**src/rtl/keypad_encoder_pkg.sv**
```systemverilog
// keypad_pkg: shared state type, sizes and the one-hot to BCD encoder used by
// the keypad digit encoder.
package keypad_pkg;

    localparam int KEY_COUNT = 10;
    localparam int BCD_W     = 4;

    typedef enum logic [1:0] {
        ST_IDLE     = 2'd0,
        ST_DEBOUNCE = 2'd1,
        ST_EMIT     = 2'd2,
        ST_HOLD     = 2'd3
    } kp_state_t;

    // Only ever called with a one-hot vector, so the result stays within 0-9.
    function automatic logic [BCD_W-1:0] encode_onehot(input logic [KEY_COUNT-1:0] v);
        logic [BCD_W-1:0] idx;
        idx = '0;
        for (int i = 0; i < KEY_COUNT; i++) begin
            if (v[i]) idx = BCD_W'(i);
        end
        return idx;
    endfunction

endpackage

```
**src/rtl/keypad_encoder_key_sync.sv**
```systemverilog
// key_sync: two-flop synchronizer for the raw keypad levels, cleared by the
// synchronous active-low clearn.
module key_sync
    import keypad_pkg::*;
#(
    parameter int WIDTH = KEY_COUNT
) (
    input  logic             clk,
    input  logic             clearn,
    input  logic [WIDTH-1:0] d,
    output logic [WIDTH-1:0] q
);

    logic [WIDTH-1:0] meta;

    always_ff @(posedge clk) begin
        if (!clearn) begin
            meta <= '0;
            q    <= '0;
        end else begin
            meta <= d;
            q    <= meta;
        end
    end

endmodule

```
**src/rtl/keypad_encoder.sv**
```systemverilog
// keypad_encoder: debounces ten keypad buttons into BCD digits with a one-cycle
// active-low loadn strobe. Define KEYPAD_AUTOREPEAT_EN to repeat held digits.
//
// state       | meaning
// ST_IDLE     | waiting for a single synchronized key, entry not inhibited
// ST_DEBOUNCE | captured key must stay stable for DEBOUNCE_CYCLES samples
// ST_EMIT     | one-cycle loadn strobe with the encoded digit on data
// ST_HOLD     | waiting for all keys released for DEBOUNCE_CYCLES samples
module keypad_encoder
    import keypad_pkg::*;
#(
    parameter int DEBOUNCE_CYCLES = 4,
    parameter int REPEAT_CYCLES   = 16
) (
    input  logic                 clk,
    input  logic                 clearn,
    input  logic [KEY_COUNT-1:0] keys,
    input  logic                 inhibit,
    output logic [BCD_W-1:0]     data,
    output logic                 loadn,
    output logic                 busy
);

    localparam int CNT_W = $clog2(DEBOUNCE_CYCLES);
    localparam logic [CNT_W-1:0] DB_LAST = CNT_W'(DEBOUNCE_CYCLES - 1);

    if (DEBOUNCE_CYCLES < 2 || REPEAT_CYCLES < 2) begin : g_bad_param
        $error("keypad_encoder: DEBOUNCE_CYCLES and REPEAT_CYCLES must be at least 2");
    end

    logic [KEY_COUNT-1:0] ks;
    logic [KEY_COUNT-1:0] kcap, kcap_nxt;
    logic [CNT_W-1:0]     cnt, cnt_nxt;
    logic [BCD_W-1:0]     data_nxt;
    kp_state_t            state, state_nxt;

    key_sync #(.WIDTH(KEY_COUNT)) u_sync (
        .clk    (clk),
        .clearn (clearn),
        .d      (keys),
        .q      (ks)
    );

`ifdef KEYPAD_AUTOREPEAT_EN
    localparam int REP_W = $clog2(REPEAT_CYCLES);
    localparam logic [REP_W-1:0] REP_LAST = REP_W'(REPEAT_CYCLES - 1);
    logic [REP_W-1:0] rep, rep_nxt;

    always_ff @(posedge clk) begin
        if (!clearn) rep <= '0;
        else         rep <= rep_nxt;
    end
`endif

    always_ff @(posedge clk) begin
        if (!clearn) begin
            state <= ST_IDLE;
            kcap  <= '0;
            cnt   <= '0;
            data  <= '0;
        end else begin
            state <= state_nxt;
            kcap  <= kcap_nxt;
            cnt   <= cnt_nxt;
            data  <= data_nxt;
        end
    end

    always_comb begin
        state_nxt = state;
        kcap_nxt  = kcap;
        cnt_nxt   = cnt;
        data_nxt  = data;
`ifdef KEYPAD_AUTOREPEAT_EN
        rep_nxt   = '0;
`endif
        case (state)
            ST_IDLE: begin
                if ($onehot(ks) && !inhibit) begin
                    kcap_nxt  = ks;
                    cnt_nxt   = '0;
                    state_nxt = ST_DEBOUNCE;
                end
            end
            ST_DEBOUNCE: begin
                // Inhibit discards the pending key through HOLD so it cannot
                // be emitted once inhibit drops while the key is still down.
                if (ks != kcap) begin
                    state_nxt = ST_IDLE;
                end else if (inhibit) begin
                    cnt_nxt   = '0;
                    state_nxt = ST_HOLD;
                end else if (cnt == DB_LAST) begin
                    data_nxt  = encode_onehot(kcap);
                    state_nxt = ST_EMIT;
                end else begin
                    cnt_nxt = cnt + 1'b1;
                end
            end
            ST_EMIT: begin
                cnt_nxt   = '0;
                state_nxt = ST_HOLD;
            end
            ST_HOLD: begin
                if (ks != '0) begin
                    cnt_nxt = '0;
`ifdef KEYPAD_AUTOREPEAT_EN
                    if (ks == kcap && !inhibit) begin
                        if (rep == REP_LAST) begin
                            data_nxt  = encode_onehot(kcap);
                            state_nxt = ST_EMIT;
                        end else begin
                            rep_nxt = rep + 1'b1;
                        end
                    end
`endif
                end else if (cnt == DB_LAST) begin
                    state_nxt = ST_IDLE;
                end else begin
                    cnt_nxt = cnt + 1'b1;
                end
            end
            default: state_nxt = ST_IDLE;
        endcase
    end

    always_comb begin
        loadn = 1'b1;
        busy  = (state != ST_IDLE);
        if (state == ST_EMIT && !inhibit) loadn = 1'b0;
    end

endmodule

```
**config.mk**
```make
export PLATFORM = sky130hd
export DESIGN_NAME = keypad_encoder
export DESIGN_NICKNAME = d
export VERILOG_FILES = /design/src/rtl/keypad_encoder_pkg.sv /design/src/rtl/keypad_encoder_key_sync.sv /design/src/rtl/keypad_encoder.sv
export SDC_FILE = /design/constraint.sdc
export NUM_CORES = 1
export LEC_CHECK = 0
export ABC_CLOCK_PERIOD_IN_PS = 8500
export CAP_MARGIN = 20
export CELL_PAD_IN_SITES_DETAIL_PLACEMENT = 1
export CELL_PAD_IN_SITES_GLOBAL_PLACEMENT = 1
export CORE_MARGIN = 3
export CORE_UTILIZATION = 46
export CTS_CLUSTER_SIZE = 24
export DETAILED_ROUTE_END_ITERATION = 16
export HOLD_SLACK_MARGIN = 0.1
export PLACE_DENSITY = 0.8
export REMOVE_ABC_BUFFERS = 1
export SLEW_MARGIN = 30
export SYNTH_ARGS = -nofsm -noshare
export SYNTH_HDL_FRONTEND = slang
export SYNTH_SLANG_ARGS = --single-unit
export TNS_END_PERCENT = 5
```
**constraint.sdc**
```tcl
create_clock -name clk -period 8.5 [get_ports clk]
set_clock_uncertainty 0.1 [all_clocks]
set_input_delay 1.7 -clock clk [delete_from_list [all_inputs] [get_ports clk]]
set_output_delay 1.7 -clock clk [all_outputs]
set_load 0.05 [all_outputs]
```
==> results.rst, run 1 <==
.. list-table::
   :header-rows: 1

   * - Metric
     - Value
   * - Run status
     - finished, final reports clean
   * - First-pass DRT Iterations
     - 4
   * - Count of state elements after synthesis
     - 38
   * - Most instantiated flip-flop cell in the synthesis netlist
     - sky130_fd_sc_hd__dfxtp_1
   * - Clock buffer depth
     - 2
   * - Fraction of registers with async set or reset after synthesis
     - 0%
   * - Number of routed nets with antenna violations
     - 0
   * - Total of endpoints with negative setup slack in the final report
     - 0
   * - Post-route setup TNS
     - 0 ns
   * - Wirelength, routed
     - 3.855 mm
   * - CTS clock-pin slew for the worst setup and hold paths
     - 0.07 ns
   * - Relative slew margins
     - 57.77%
   * - Root Buffer Master
     - sky130_fd_sc_hd__clkbuf_8
   * - Signal arrival time at the worst endpoint
     - 3.21 ns
   * - Time the worst path needs with I/O delays and setup
     - 5.008 ns
   * - Total of hold buffers inserted after clock tree synthesis
     - 0
   * - Number of nets at the end of the flow
     - 220
   * - Synth cell types
     - 34
   * - Diode insertion count for antenna repair
     - 0
   * - CTS tree
     - built
   * - Max Fclk
     - 0.1997 GHz
   * - Initial antenna violation count
     - 0
   * - Per-cell via count in the routed design
     - 5.158
   * - Effective utilization at floorplan
     - 48.35%
   * - Flip-flop and latch area
     - 760.7 um^2
   * - Share of layout cells above drive strength 1
     - 10.05%
   * - Setup slack of the most critical reg-to-reg path
     - 4.30 ns
   * - Vias in the first global route
     - 1363
   * - Row count
     - 22
   * - RSZ-0062 raised after global routing
     - no
   * - Fill count
     - 421
   * - Post-synthesis sequential area ratio
     - 42.34%
   * - Drt wl/cell
     - 15.61 um
   * - Static Leakage
     - 0.8190 nW
   * - Crit Path Class
     - input port to output port
   * - Startpoint class of the critical path
     - input port
   * - Power density normalized to cell area
     - 212.6 mW/mm^2
   * - Post_cts resized
     - 0
   * - DRC Markers
     - 0
   * - Worst slack at placement
     - 3.488 ns
   * - Part of the cycle the worst path needs
     - 58.91%
   * - Largest net degree at the start of global routing
     - 40
   * - Clock buffer count from CTS
     - 5
   * - Number of H-tree levels
     - 2
   * - Commonest cells after routing, fill and taps aside
     - 38 x sky130_fd_sc_hd__dfxtp_1, 20 x sky130_fd_sc_hd__and2_1, 17 x sky130_fd_sc_hd__clkdlybuf4s50_1
   * - Number of design-rule violations left by the first detailed-router iteration
     - 42
   * - Gpl congestion
     - 0.8032
   * - Total I/O pin count
     - 19
   * - Worst-path maximum fanout
     - 6
   * - Total area of multi-input combinational cells
     - 945.9 um^2
   * - Most common library cell in the layout ignoring fill and taps
     - sky130_fd_sc_hd__dfxtp_1
   * - Die outline height
     - 68.50 um
   * - Die Footprint
     - 0.004692 mm^2
   * - Wire length of the first global-routing pass
     - 6.451 mm
   * - Detailed placer's ending HPWL
     - 2.829 mm
   * - Remaining Overflow, GRT
     - 0
   * - Required time of the critical path
     - 6.70 ns
   * - Sinks on Clock Net
     - 38
   * - Max-cap violation count
     - 0
   * - Die width
     - 68.50 um
   * - Overall track demand over capacity in global routing
     - 19.49%
   * - Final Slew Violations
     - 0
   * - Post-synthesis instance area
     - 0.001797 mm^2
   * - Number of enable-type register cells in the synthesized netlist
     - 0
   * - Post-Synthesis Mean Instance Area
     - 9.982 um^2
   * - Number of vias after detailed routing
     - 1274
   * - Warnings, synthesis
     - 0
   * - Area growth syn-to-layout
     - 18.45%
   * - Count of mapped cells out of synthesis
     - 180
   * - Clk_lat worst skew
     - 0.30 ns
   * - Hold Path Class
     - flip-flop to flip-flop
   * - Core Footprint
     - 0.003716 mm^2
   * - Endpoint kind of the worst setup timing path
     - output port
   * - Worst-case setup margin in the final layout
     - 3.492 ns
   * - Number of buffer cells added on primary ports
     - 18
   * - Worst-Margin Slew
     - 0.6329 ns
   * - Post-CTS Setup Inserts
     - 0
   * - Maximum vdd ir drop
     - 0.1139 mV
   * - Number of hold violations in the final report
     - 0
report_power, final:
group | switching (W) | internal, W | total [W]
clock | 0.0000672 | 0.000118 | 0.000185
combinational | 0.0000401 | 0.0000328 | 0.0000730
sequential | 0.00000899 | 0.000186 | 0.000195
final cells by class:
type | instances | share of cell area (%)
clock buffers | 5 | 3.233
clock inverters | 3 | 3.233
inverters | 13 | 2.293
multi-input cells | 122 | 44.44
flip-flops and latches | 38 | 35.74
well taps | 48 | 2.822
repair buffers | 18 | 8.230
layer usage:
metal / share of wire [%] / wire length, um / global-route usage (%) / vias up
li1: - / - / - / 628
met1: 39 / 1510 / 20.20 / 614
met5: 0 / 0 / 0 / -
met4: 2.4 / 91 / 9.429 / 0
met2: 55 / 2117 / 35.64 / 24
met3: 3.5 / 135 / 5.511 / 8
worst max-delay path: stages:
cell and delay, ns:
sky130_fd_sc_hd__clkdlybuf4s50_1 0.58, sky130_fd_sc_hd__nor2_1 0.06, sky130_fd_sc_hd__nand2_1 0.07, sky130_fd_sc_hd__clkdlybuf4s50_1 0.79
worst paths after layout:
check                       from          end  cells past startpoint
setup / recovery         inhibit        loadn                      4
hold reg to reg   u_sync.meta[7]  u_sync.q[7]                      1
setup reg to reg     u_sync.q[3]      kcap[2]                     12
hold / removal    u_sync.meta[7]  u_sync.q[7]                      1
state kept, by name, indices dropped and copies added, names as in the netlist, named ones only:
register,cells
u_sync.q,10
u_sync.meta,10
cnt,2
kcap,10
state,1
data,4
synth_stat cells, types with 2 or more instances:
cell type                   n  area, um^2
sky130_fd_sc_hd__dfxtp_1   38       760.7
sky130_fd_sc_hd__and2_1    20       125.1
sky130_fd_sc_hd__nor2b_1   15       93.84
sky130_fd_sc_hd__inv_1     13       48.80
sky130_fd_sc_hd__mux2i_1   10       100.1
sky130_fd_sc_hd__a21oi_1    9       45.04
sky130_fd_sc_hd__nor3_1     8       40.04
sky130_fd_sc_hd__xnor2_1    8       70.07
sky130_fd_sc_hd__fa_1       6       120.1
sky130_fd_sc_hd__nand2_1    6       22.52
sky130_fd_sc_hd__nor2_1     6       22.52
sky130_fd_sc_hd__clkbuf_1   5       18.77
sky130_fd_sc_hd__ha_1       3       37.54
sky130_fd_sc_hd__o21bai_1   3       22.52
sky130_fd_sc_hd__or2_2      3       18.77
sky130_fd_sc_hd__buf_6      2       22.52
sky130_fd_sc_hd__nand2b_1   2       12.51
sky130_fd_sc_hd__nand3_1    2       10.01
sky130_fd_sc_hd__nand4_1    2       12.51
sky130_fd_sc_hd__o21ai_0    2       10.01
sky130_fd_sc_hd__o221a_2    2       22.52
sky130_fd_sc_hd__or3_4      2       22.52
sky130_fd_sc_hd__xnor2_2    2       32.53
metrics by stage:
step	hold slack (ns)	power [W]	utilization, %	cell area (um^2)	instances
after CTS	0.3387	0.0004574	57.41	2133	247
after floorplan	0.3118	0.0002465	-	1755	173
after detailed placement	0.3207	0.0002706	53.70	1996	239
after global routing	0.3518	0.0004732	57.27	2128	247
after global placement	0.3150	0.0002665	53.70	1996	239
final	0.3352	0.0004524	57.27	2128	247
kinds of logic (layout without fill, tap and decap cells):
kind of cell | count (synthesis) | after routing | share of synthesized area [%]
mux | 10 | 10 | 5.571
fa+ha+maj | 9 | 9 | 8.775
compound gates | 21 | 21 | 7.800
simple gates | 72 | 72 | 24.79
buf+inv | 20 | 39 | 5.014
flops | 38 | 38 | 42.34
xor+xnor | 10 | 10 | 5.710
No activity file was read; power rests on OpenSTA's default activity.
==> run 2, diff against run 1 <==
ABC_CLOCK_PERIOD_IN_PS = 4200   (was 8500)
CORE_UTILIZATION = 39   (was 46)
PLACE_DENSITY = 0.72   (was 0.8)
clock period = 4.2 ns   (was 8.5 ns; I/O delays follow)
==> run 2 against run 1 <==
  * Clock power is 32% higher
  * Highest routed layer unchanged
  * Critical endpoint is now kcap[7]
  * Wire length is 2.3% lower
  * Critical path type is now flip-flop to flip-flop
  * Flip-flop and latch count stayed put
  * Sequential power is 100% higher
  * Die area is 16% higher
  * Largest power group unchanged
  * Cell area is 2.0% lower
  * Cell count is 1.2% higher
  * Largest cell class unchanged
==> results.rst, run 2 (same netlist as run 1, synthesis figures left out) <==
.. list-table::
   :header-rows: 1

   * - Metric
     - Value
   * - Run status
     - finished, final reports clean
   * - Post-route setup TNS
     - 0 ns (unchanged)
   * - Post_cts resized
     - 0 (unchanged)
   * - Number of design-rule violations left by the first detailed-router iteration
     - 40 (-4.8%)
   * - Endpoint kind of the worst setup timing path
     - flip-flop
   * - Hold Path Class
     - flip-flop to flip-flop
   * - Total of hold buffers inserted after clock tree synthesis
     - 0 (unchanged)
   * - Root Buffer Master
     - sky130_fd_sc_hd__clkbuf_8
   * - Sinks on Clock Net
     - 38 (unchanged)
   * - Overall track demand over capacity in global routing
     - 15.22% (-4.3 points)
   * - Number of hold violations in the final report
     - 0 (unchanged)
   * - Gpl congestion
     - 0.8657 (+7.8%)
   * - Drt wl/cell
     - 15.06 um (-3.5%)
   * - Relative slew margins
     - 63.74% (+6.0 points)
   * - Worst-path maximum fanout
     - 10 (+4)
   * - Crit Path Class
     - flip-flop to flip-flop
   * - Effective utilization at floorplan
     - 40.70% (-7.6 points)
   * - Worst-Margin Slew
     - 0.5434 ns (-0.08950 ns)
   * - Startpoint class of the critical path
     - flip-flop
   * - Per-cell via count in the routed design
     - 5.008 (-2.9%)
   * - Final Slew Violations
     - 0 (unchanged)
   * - Clock buffer count from CTS
     - 5 (unchanged)
   * - Area growth syn-to-layout
     - 16.09%
   * - RSZ-0062 raised after global routing
     - no
   * - Power density normalized to cell area
     - 376.1 mW/mm^2 (+77%)
   * - Diode insertion count for antenna repair
     - 0 (unchanged)
   * - Maximum vdd ir drop
     - 0.2192 mV (+93%)
   * - Share of layout cells above drive strength 1
     - 9.596% (-0.45 points)
   * - Clk_lat worst skew
     - 0.28 ns (-0.02 ns)
   * - Most common library cell in the layout ignoring fill and taps
     - sky130_fd_sc_hd__dfxtp_1
   * - Number of routed nets with antenna violations
     - 0 (unchanged)
   * - Static Leakage
     - 0.7991 nW (-2.4%)
   * - Core Footprint
     - 0.004414 mm^2 (+19%)
   * - First-pass DRT Iterations
     - 4 (unchanged)
   * - Row count
     - 24 (+9.1%)
   * - Largest net degree at the start of global routing
     - 40 (unchanged)
   * - Clock buffer depth
     - 2 (unchanged)
   * - Die outline height
     - 73.88 um (+7.9%)
   * - Initial antenna violation count
     - 0 (unchanged)
   * - CTS tree
     - built
   * - Number of buffer cells added on primary ports
     - 18 (unchanged)
   * - Number of nets at the end of the flow
     - 221 (+0.45%)
   * - Required time of the critical path
     - 4.28 ns (-2.42 ns)
   * - Part of the cycle the worst path needs
     - 94.95%
   * - Signal arrival time at the worst endpoint
     - 4.07 ns (+0.86 ns)
   * - Vias in the first global route
     - 1302 (-4.5%)
   * - Number of H-tree levels
     - 2 (unchanged)
   * - Total design power
     - 0.0007845 W (+73%)
   * - Registers with the highest flip-flop counts
     - kcap (10), u_sync.meta (10), u_sync.q (10)
   * - Number of vias after detailed routing
     - 1252 (-1.7%)
   * - Commonest cells after routing, fill and taps aside
     - 38 x sky130_fd_sc_hd__dfxtp_1, 20 x sky130_fd_sc_hd__and2_1, 17 x sky130_fd_sc_hd__clkdlybuf4s50_1
   * - Wirelength, routed
     - 3.766 mm (-2.3%)
   * - CTS clock-pin slew for the worst setup and hold paths
     - 0.07 ns (about the same)
   * - Remaining Overflow, GRT
     - 0 (unchanged)
   * - Post-CTS Setup Inserts
     - 0 (unchanged)
   * - Die width
     - 73.88 um (+7.9%)
   * - Total of endpoints with negative setup slack in the final report
     - 0 (unchanged)
   * - Die Footprint
     - 0.005458 mm^2 (+16%)
   * - DRC Markers
     - 0 (unchanged)
   * - Time the worst path needs with I/O delays and setup
     - 3.988 ns
   * - Wire length of the first global-routing pass
     - 6.113 mm (-5.2%)
   * - Max Fclk
     - 0.2508 GHz
   * - Detailed placer's ending HPWL
     - 2.758 mm (-2.5%)
   * - Total I/O pin count
     - 19 (unchanged)
   * - Max-cap violation count
     - 0 (unchanged)
run 2: changes by cell type in the layout (fill, tap and decap cells not counted), sizes merged:
cell	before	now
bufinv	2	0
clkinv	1	0
clkbuf	5	6
buf	1	2
run 2: metrics by stage:
step	std cells	setup slack (ns)	hold slack, ns	util [%]	instance area, um^2
2_1_floorplan	173	0.6131	0.3118	-	1755
3_3_place_gp	244	0.3932	0.3153	45.49	2008
3_5_place_dp	244	0.2209	0.3209	45.38	2003
4_1_cts	250	0.1859	0.3402	47.25	2086
5_1_grt	250	0.02315	0.3554	47.25	2086
6_report	250	0.2120	0.3364	47.25	2086
run 2: report_power, final:
part	leakage [nW]	switching (W)	internal (W)	total, W
Combinational	0.445	0.0000804	0.0000667	0.000147
Clock	0.0431	0.000118	0.000127	0.000244
Sequential	0.311	0.0000172	0.000376	0.000393
run 2: path summary, 6_finish.rpt:
path | start | endpoint | slack [ns] | cells after the start
setup / recovery | u_sync.q[3] | kcap[7] | 0.21 | 12
setup reg to reg | u_sync.q[3] | kcap[7] | 0.21 | 12
hold reg to reg | u_sync.meta[4] | u_sync.q[4] | 0.34 | 1
hold / removal | u_sync.meta[4] | u_sync.q[4] | 0.34 | 1
run 2: cell type report:
class                           count  area (um^2)
Sequential cell                    38        760.7
Timing Repair Buffer               19        182.7
Inverter                           13        48.80
Multi-Input combinational cell    122        945.9
Fill cell                         496         2328
Clock buffer                        6        82.58
Tap cell                           52        65.06
run 2: critical path: stages (launching register included):
cell,delay [ns]
sky130_fd_sc_hd__dfxtp_1,0.43
sky130_fd_sc_hd__fa_1,0.47
sky130_fd_sc_hd__fa_1,0.52
sky130_fd_sc_hd__inv_1,0.05
sky130_fd_sc_hd__fa_1,0.43
sky130_fd_sc_hd__inv_1,0.07
sky130_fd_sc_hd__ha_1,0.17
sky130_fd_sc_hd__inv_1,0.06
sky130_fd_sc_hd__fa_1,0.38
sky130_fd_sc_hd__o2111ai_1,0.50
sky130_fd_sc_hd__or2_2,0.38
sky130_fd_sc_hd__mux2i_1,0.26
sky130_fd_sc_hd__nor2b_1,0.07
run 2: routing by layer:
layer / global-route usage (%) / share of wire (%) / vias up
li1: - / - / 626
met1: 17.88 / 45 / 598
met2: 25.49 / 49 / 22
met3: 4.104 / 3.4 / 6
met4: 7.243 / 2.0 / 0
met5: 0 / 0 / -
